==> config.mk <==
export PLATFORM = sky130hd
export DESIGN_NAME = sig_a_debouncer
export DESIGN_NICKNAME = d
export VERILOG_FILES = /design/src/rtl/sig_a_pkg.sv /design/src/rtl/bit_synchronizer.sv /design/src/rtl/sig_a_debouncer.sv
export SDC_FILE = /design/constraint.sdc
export NUM_CORES = 1
export LEC_CHECK = 0
export ABC_AREA = 1
export CAP_MARGIN = 30
export CORE_MARGIN = 3
export CORE_UTILIZATION = 43
export CTS_CLUSTER_SIZE = 16
export DETAILED_ROUTE_END_ITERATION = 10
export PLACE_DENSITY = 0.67
export SYNTH_ARGS = -nofsm -noshare
export SYNTH_HDL_FRONTEND = slang
export SYNTH_HIERARCHICAL = 1
export SYNTH_SLANG_ARGS = --single-unit
==> constraint.sdc <==
create_clock -name clk -period 1.9 [get_ports clk]
set_clock_uncertainty 0.2 [all_clocks]
set_input_delay 0.285 -clock clk [delete_from_list [all_inputs] [get_ports clk]]
set_output_delay 0.285 -clock clk [all_outputs]
set_load 0.005 [all_outputs]
==> src/rtl/sig_a_pkg.sv <==
// Shared types and constants for the sig_A debouncer.
// Latency: n/a (declarations only).
// Backpressure: n/a (declarations only).
package sig_a_pkg;

  // Debouncer FSM: each level has a resting state and a qualifying state.
  typedef enum logic [1:0] {
    IDLE_LOW   = 2'd0,
    CHECK_HIGH = 2'd1,
    IDLE_HIGH  = 2'd2,
    CHECK_LOW  = 2'd3
  } deb_state_t;

  localparam int GLITCH_CNT_W = 8;

  // Saturation ceiling and unit increment for the glitch counter.
  localparam logic [GLITCH_CNT_W-1:0] GLITCH_CNT_MAX = '1;
  localparam logic [GLITCH_CNT_W-1:0] GLITCH_CNT_ONE = GLITCH_CNT_W'(1);

  // True in the resting states, where the delivered level matches the input.
  function automatic logic is_idle(input deb_state_t s);
    return (s == IDLE_LOW) || (s == IDLE_HIGH);
  endfunction

  // Resting state that corresponds to a given delivered level.
  function automatic deb_state_t idle_for(input logic level);
    return level ? IDLE_HIGH : IDLE_LOW;
  endfunction

  // Qualifying state entered when the input starts to differ from a level.
  function automatic deb_state_t check_from(input logic level);
    return level ? CHECK_LOW : CHECK_HIGH;
  endfunction

endpackage

==> src/rtl/bit_synchronizer.sv <==
// Multi-flop synchroniser bringing one asynchronous bit into the clk domain.
// Latency: STAGES cycles from capture in stage 1 to appearance on q.
// Backpressure: none; samples every cycle.
module bit_synchronizer #(
  parameter int STAGES = 2
) (
  input  logic clk,
  input  logic rst_n,
  input  logic d,
  output logic q
);

  logic [STAGES-1:0] chain;

  // Shift the raw bit through the chain; reset clears every stage to 0.
  always_ff @(posedge clk or negedge rst_n) begin
    if (!rst_n) begin
      chain <= '0;
    end else begin
      chain <= {chain[STAGES-2:0], d};
    end
  end

  assign q = chain[STAGES-1];

endmodule

==> src/rtl/sig_a_debouncer.sv <==
// Debounces sig_a_raw: commits a new level after STABLE_CYCLES agreeing samples.
// Latency: SYNC_STAGES + STABLE_CYCLES cycles from raw capture to committed edge.
// Backpressure: none; input sampled every cycle, outputs are registered levels/pulses.
module sig_a_debouncer
  import sig_a_pkg::*;
#(
  parameter int SYNC_STAGES   = 2,
  parameter int STABLE_CYCLES = 4,
  parameter int CNT_W         = $clog2(STABLE_CYCLES + 1)
) (
  input  logic                    clk,
  input  logic                    rst,
  input  logic                    sig_a_raw,
  output logic                    sig_a,
  output logic                    stable,
  output logic                    rise_pulse,
  output logic                    fall_pulse,
  output logic [GLITCH_CNT_W-1:0] glitch_cnt
);

  // cnt == CNT_LAST means this agreeing sample is the STABLE_CYCLES-th one.
  localparam logic [CNT_W-1:0] CNT_LAST = CNT_W'(STABLE_CYCLES - 1);
  localparam logic [CNT_W-1:0] CNT_ONE  = CNT_W'(1);
  // With a single required sample there is nothing to qualify: commit from idle.
  localparam bit DIRECT_COMMIT = (STABLE_CYCLES == 1);

  logic                    sync;
  logic                    differs;
  logic                    commit;

  deb_state_t              state_q, state_d;
  logic [CNT_W-1:0]        cnt_q, cnt_d;
  logic                    sig_a_q, sig_a_d;
  logic                    stable_q, stable_d;
  logic                    rise_q, rise_d;
  logic                    fall_q, fall_d;
  logic [GLITCH_CNT_W-1:0] glitch_q, glitch_d;

  bit_synchronizer #(
    .STAGES (SYNC_STAGES)
  ) u_sync (
    .clk   (clk),
    .rst_n (rst),
    .d     (sig_a_raw),
    .q     (sync)
  );

  assign differs = (sync != sig_a_q);

  // Next-state, counter, commit and glitch accounting.
  always_comb begin
    state_d  = state_q;
    cnt_d    = cnt_q;
    sig_a_d  = sig_a_q;
    rise_d   = 1'b0;
    fall_d   = 1'b0;
    glitch_d = glitch_q;
    commit   = 1'b0;

    case (state_q)
      IDLE_LOW, IDLE_HIGH: begin
        if (differs) begin
          if (DIRECT_COMMIT) begin
            commit = 1'b1;
          end else begin
            state_d = check_from(sig_a_q);
            cnt_d   = CNT_ONE;
          end
        end
      end

      CHECK_HIGH, CHECK_LOW: begin
        if (differs) begin
          if (cnt_q == CNT_LAST) begin
            commit = 1'b1;
          end else begin
            cnt_d = cnt_q + CNT_ONE;
          end
        end else begin
          // Input fell back before qualifying: abandon and record the glitch.
          state_d = idle_for(sig_a_q);
          cnt_d   = '0;
          if (glitch_q != GLITCH_CNT_MAX) begin
            glitch_d = glitch_q + GLITCH_CNT_ONE;
          end
        end
      end

      default: begin
        state_d = idle_for(sig_a_q);
        cnt_d   = '0;
      end
    endcase

    // A commit flips the level and lands in the resting state of the new level,
    // so the pulse and the level change are registered on the same edge.
    if (commit) begin
      sig_a_d = ~sig_a_q;
      state_d = idle_for(~sig_a_q);
      cnt_d   = '0;
      rise_d  = ~sig_a_q;
      fall_d  = sig_a_q;
    end
  end

  // Stability flag tracks the state being entered, so it is already high
  // on the edge that presents a commit.
  always_comb begin
    stable_d = is_idle(state_d);
  end

  // FSM state and qualification counter.
  always_ff @(posedge clk or negedge rst) begin
    if (!rst) begin
      state_q <= IDLE_LOW;
      cnt_q   <= '0;
    end else begin
      state_q <= state_d;
      cnt_q   <= cnt_d;
    end
  end

  // Registered outputs: level, stability flag, edge pulses, glitch count.
  always_ff @(posedge clk or negedge rst) begin
    if (!rst) begin
      sig_a_q  <= 1'b0;
      stable_q <= 1'b1;
      rise_q   <= 1'b0;
      fall_q   <= 1'b0;
      glitch_q <= '0;
    end else begin
      sig_a_q  <= sig_a_d;
      stable_q <= stable_d;
      rise_q   <= rise_d;
      fall_q   <= fall_d;
      glitch_q <= glitch_d;
    end
  end

  assign sig_a      = sig_a_q;
  assign stable     = stable_q;
  assign rise_pulse = rise_q;
  assign fall_pulse = fall_q;
  assign glitch_cnt = glitch_q;

endmodule

Yosys cells after proc, flatten, opt, wreduce, memory -nomap -nowiden
Cells that the tools add are included.
{"block": "totals", "regBits": 19, "input_bits": 3, "output_inout_bits": 12}
{"block": "op_classes", "n_addsub": 2, "eq_ne": 9, "n_mux": 17, "n_bitwise": 2, "n_reduce_logical": 7}
{"op": "$mux W2", "n": 6}
{"op": "$mux W3", "n": 4}
{"op": "$add A8 B1 Y8 const B", "n": 1}
{"op": "$ne A8 B8 Y1 const B", "n": 1}
{"op": "$eq A2 B2 Y1 const B", "n": 3}
{"op": "$pmux W3 S2", "n": 1}
{"op": "$mux W1", "n": 5}
{"op": "$logic_not A2 Y1", "n": 2}
{"op": "$ne A4 B4 Y1 const B", "n": 1}
{"op": "$pmux W2 S2", "n": 1}
{"op": "$reduce_or A2 Y1", "n": 2}
{"op": "$add A3 B1 Y3 const B", "n": 1}
{"op": "$eq A3 B2 Y1 const B", "n": 1}
{"op": "$ne A3 B3 Y1 const B", "n": 1}
{"op": "$reduce_and A3 Y1", "n": 1}
{"op": "$eq A2 B1 Y1 const B", "n": 1}
{"op": "$not A1 Y1", "n": 2}
{"op": "$reduce_and A2 Y1", "n": 1}
{"op": "$logic_or A1 B1 Y1", "n": 1}
{"op": "$ne A1 B1 Y1", "n": 1}

Logic depth before layout (Yosys ltp)
{"block": "depth", "depth_word": 7, "ltp_mapped": 8}

Modules after synthesis
Netlist, hierarchy kept.
{"module": "sig_a_debouncer", "instances": 1, "cells_each": 108, "area_each_um2": 830.8, "seq_area_each_um2": 401.6}
{"module": "bit_synchronizer", "instances": 1, "cells_each": 2, "area_each_um2": 50.0, "seq_area_each_um2": 50.0}

Least setup slack after synthesis
No wires, ideal clock.
{"block": "synth_path", "path_kind": "register -> register", "startpoint": "reg cnt_q[0]", "endpoint": "reg cnt_q[1]", "t_arrival_ns": 1.182, "setup_slack_ns": 0.453, "path_stages_with_launch": 8, "path_buffers": 0, "synth_period_minus_slack_ns": 1.447, "path_cell_list": "dfrtp_1 ha_1 ha_1 nand2_1 inv_1 nor2_1 nand3_1 nand2_1"}
{"block": "synth_via", "elab_chain_cells": 6, "elab_cells_between_ends": 12, "classes_between": "add/sub: 1; eq/ne: 3; mux: 7; reduce/logical: 1"}
{"item": "start, declared", "line_no": "sig_a_debouncer.sv:32", "rtl": "logic [CNT_W-1:0] cnt_q, cnt_d;"}
{"item": "start signal, assigned", "line_no": "sig_a_debouncer.sv:119", "rtl": "cnt_q <= cnt_d;"}
{"item": "branches (longest 6 deep; another with $add A3 B1 Y3)"}
Parallel ways; which one is timed is not known. The select of a mux whose other input is x is not followed.
A chain may end at the register's enable or synchronous reset.

Final worst setup path
{"block": "layout_path", "startpoint": "reg stable_q, in the netlist stable", "endpoint": "out stable"}
{"item": "start, declared", "line_no": "sig_a_debouncer.sv:34", "rtl": "logic stable_q, stable_d;"}
{"item": "start signal, assigned", "line_no": "sig_a_debouncer.sv:133", "rtl": "stable_q <= stable_d;"}
{"item": "end, declared", "line_no": "sig_a_debouncer.sv:15", "rtl": "output logic stable,"}
No word-level cell between the ends.

==> metrics <==
status completed; PD cells 1230 nW/um^2; htree depth 1; layout cell share with drive strength beyond 1 10.1%; Worst-path clk slew 0.10 ns; Hold Path Class input port to async pin; cell taking the most area after synthesis dfrtp_1; flop2flop setup slack 0.33 ns; Layout fillers 163; ANT nets after route 0; largest net degree at the start of global routing 19; Max Buffers Root-to-Sink 2; GRT Resource Usage Total 14.5%; first-pass GRT wire length 2830 um; CTS tree done; unrepaired setup endpoints after global routing no; Syn Area/Cell 8.01 sq um; grt total ovfl 0; CP arrival 1.30 ns; Crit Path Class register to output pin; Slew headroom 84.7%; CP max stage cell dfstp_2; max cap viols 0; # diodes 0; Req. time, crit path 1.41 ns; gpl congestion 0.796; CTS Buf Count 3; DR WL/cell 10.5 um; I/O pin total 15; hold_buf cts 0; # rows 15; PostCTS Resize Cnt 0; R2R Path Start cnt_q[0]; min Tclk post-route 1.78 ns; final hold vios 0; final slew viol count 0; Via Count 714; CTS Sinks 18; Yosys reg bits 18; final setup fails 0; final hold slack 0.107 ns; Max stage delay on crit path 0.52 ns; area delta synth->final 24.4%; Die X 51.3 um; TNS Setup 0 ns; worst skew pair latency 0.29 ns; # Post-CTS Setup Buffers 0; Top delay family on crit path flip-flops; final design utilization 60.2%; crit path buf inv count 1; Nets 136; post-synth top area share 48.3%; Worst Tran Pin Value 0.229 ns; number of vias per cell 4.64; CP Capture Type output pin; die outline height 51.3 um; antenna violations before repair 0; Initial DRC Count 10; Ys Warns 6; CTS root buffer clkbuf_4; Net Count, Synth 116; critical path fanouts, max 1; cells after synthesis 110; leakage 0.571 nW; Synth cell types 17; Die Footprint 2630 sq um; vias in the first global route 644; capturing point of the worst reg2reg path cnt_q[1]; Total Power 0.00135 W; I/O Buffers 14; Post-DP HPWL 1200 um; CP Cell Sequence clkdlybuf4s50_1; synthesized cell area 881 sq um; DRC viols 0; number of detailed-routing iterations run before antenna repair 4; Initial Utilization 48.4%; crit start category register; Max Fclk 0.560 GHz; Total Wirelength 1610 um; area of the core 1820 sq um; R2R cell count 7; fin crit share 93.9%; Synth area leaders dfrtp_1 48%, nand2_1 20%, inv_1 6.0%; Max rail drop VDD 802 uV; Seq/Total Area, Yosys 51.3%
sequential cells by signal (all words and copies together), names as in the netlist:
name          count
stable            1
fall_pulse        1
state_q           1
sig_a             1
glitch_cnt        8
u_sync/chain      2
cnt_q             3
rise_pulse        1
routing by layer:
metal,share of wire [%],routed length (um),vias up,global-route usage (%)
met5,0,0,-,0
met2,43,697,13,21.9
met1,50,809,324,19.9
met3,4.1,66,4,3.21
met4,2.2,36,0,6.55
li1,-,-,373,-
cell usage after synthesis (all sizes together):
cell type  instances
o21ai              4
dfstp              1
nand3              6
inv               15
ha                 3
nand2             51
nor2               9
xor2               2
xnor2              1
o22ai              1
dfrtp             17
cells in the final DEF, fill, tap and decap left out, types with 2 or more instances in the layout:
master and count:
clkbuf_4 3, xor2_1 2, dfrtp_1 17, o21ai_0 4, nor2_1 7, ha_1 3, nand3_1 5, clkdlybuf4s50_1 14
inv_1 14, nand2_1 48, nand2_2 2
layout make-up:
type / count / area [sq um] / area share (%)
inverters: 15 / 56.3 / 5.14
well taps: 25 / 31.3 / 2.85
repair buffers: 15 / 148 / 13.5
flip-flops and latches: 18 / 452 / 41.2
clock buffers: 4 / 36.3 / 3.31
multi-input cells: 77 / 373 / 34.0
cell families (layout without fill, tap and decap cells):
kind of cell / Yosys count / after routing / share of synthesized area, %
adders and majority gates: 3 / 3 / 4.26
buffers and inverters: 15 / 34 / 6.39
xor gates and xnor gates: 3 / 3 / 2.98
AOI/OAI and AO/OA: 5 / 5 / 2.98
DFF: 18 / 18 / 51.3
and+or+nand+nor: 66 / 66 / 32.1
worst register-to-register path, stage by stage (launching register included):
cell     delay, ns
dfrtp_1       0.40
ha_1          0.21
ha_1          0.19
nand2_1       0.14
inv_1         0.07
nor2_1        0.16
nand3_1       0.09
nand2_1       0.06
worst max-delay path by stage:
| stage | slack (ns) | from | endpoint | depth (start not counted) |
|---|---|---|---|---|
| after CTS | 0.1 | stable | stable | 1 |
| after floorplan | 0.45 | cnt_q[0] | cnt_q[1] | 7 |
| after global placement | 0.40 | glitch_cnt[0] | glitch_cnt[5] | 6 |
| after detailed placement | 0.34 | cnt_q[0] | cnt_q[1] | 7 |
| final | 0.12 | stable | stable | 1 |
| after global routing | 0.05 | glitch_cnt[5] | glitch_cnt[5] | 1 |
metrics by stage:
step	worst slack (ns)	instances	cell area [sq um]
floorplan	0.453	110	881
global placement	0.400	150	1060
detailed placement	0.343	150	1060
CTS	0.0982	154	1100
global route	0.0538	154	1100
finish	0.115	154	1100
report_power, final:
part	switching [W]	leakage [nW]	internal, W
Sequential	0.000104	0.230	0.000496
Combinational	0.000264	0.320	0.000250
Clock	0.000116	0.0210	0.000117
(Power assumes the default switching activity.)
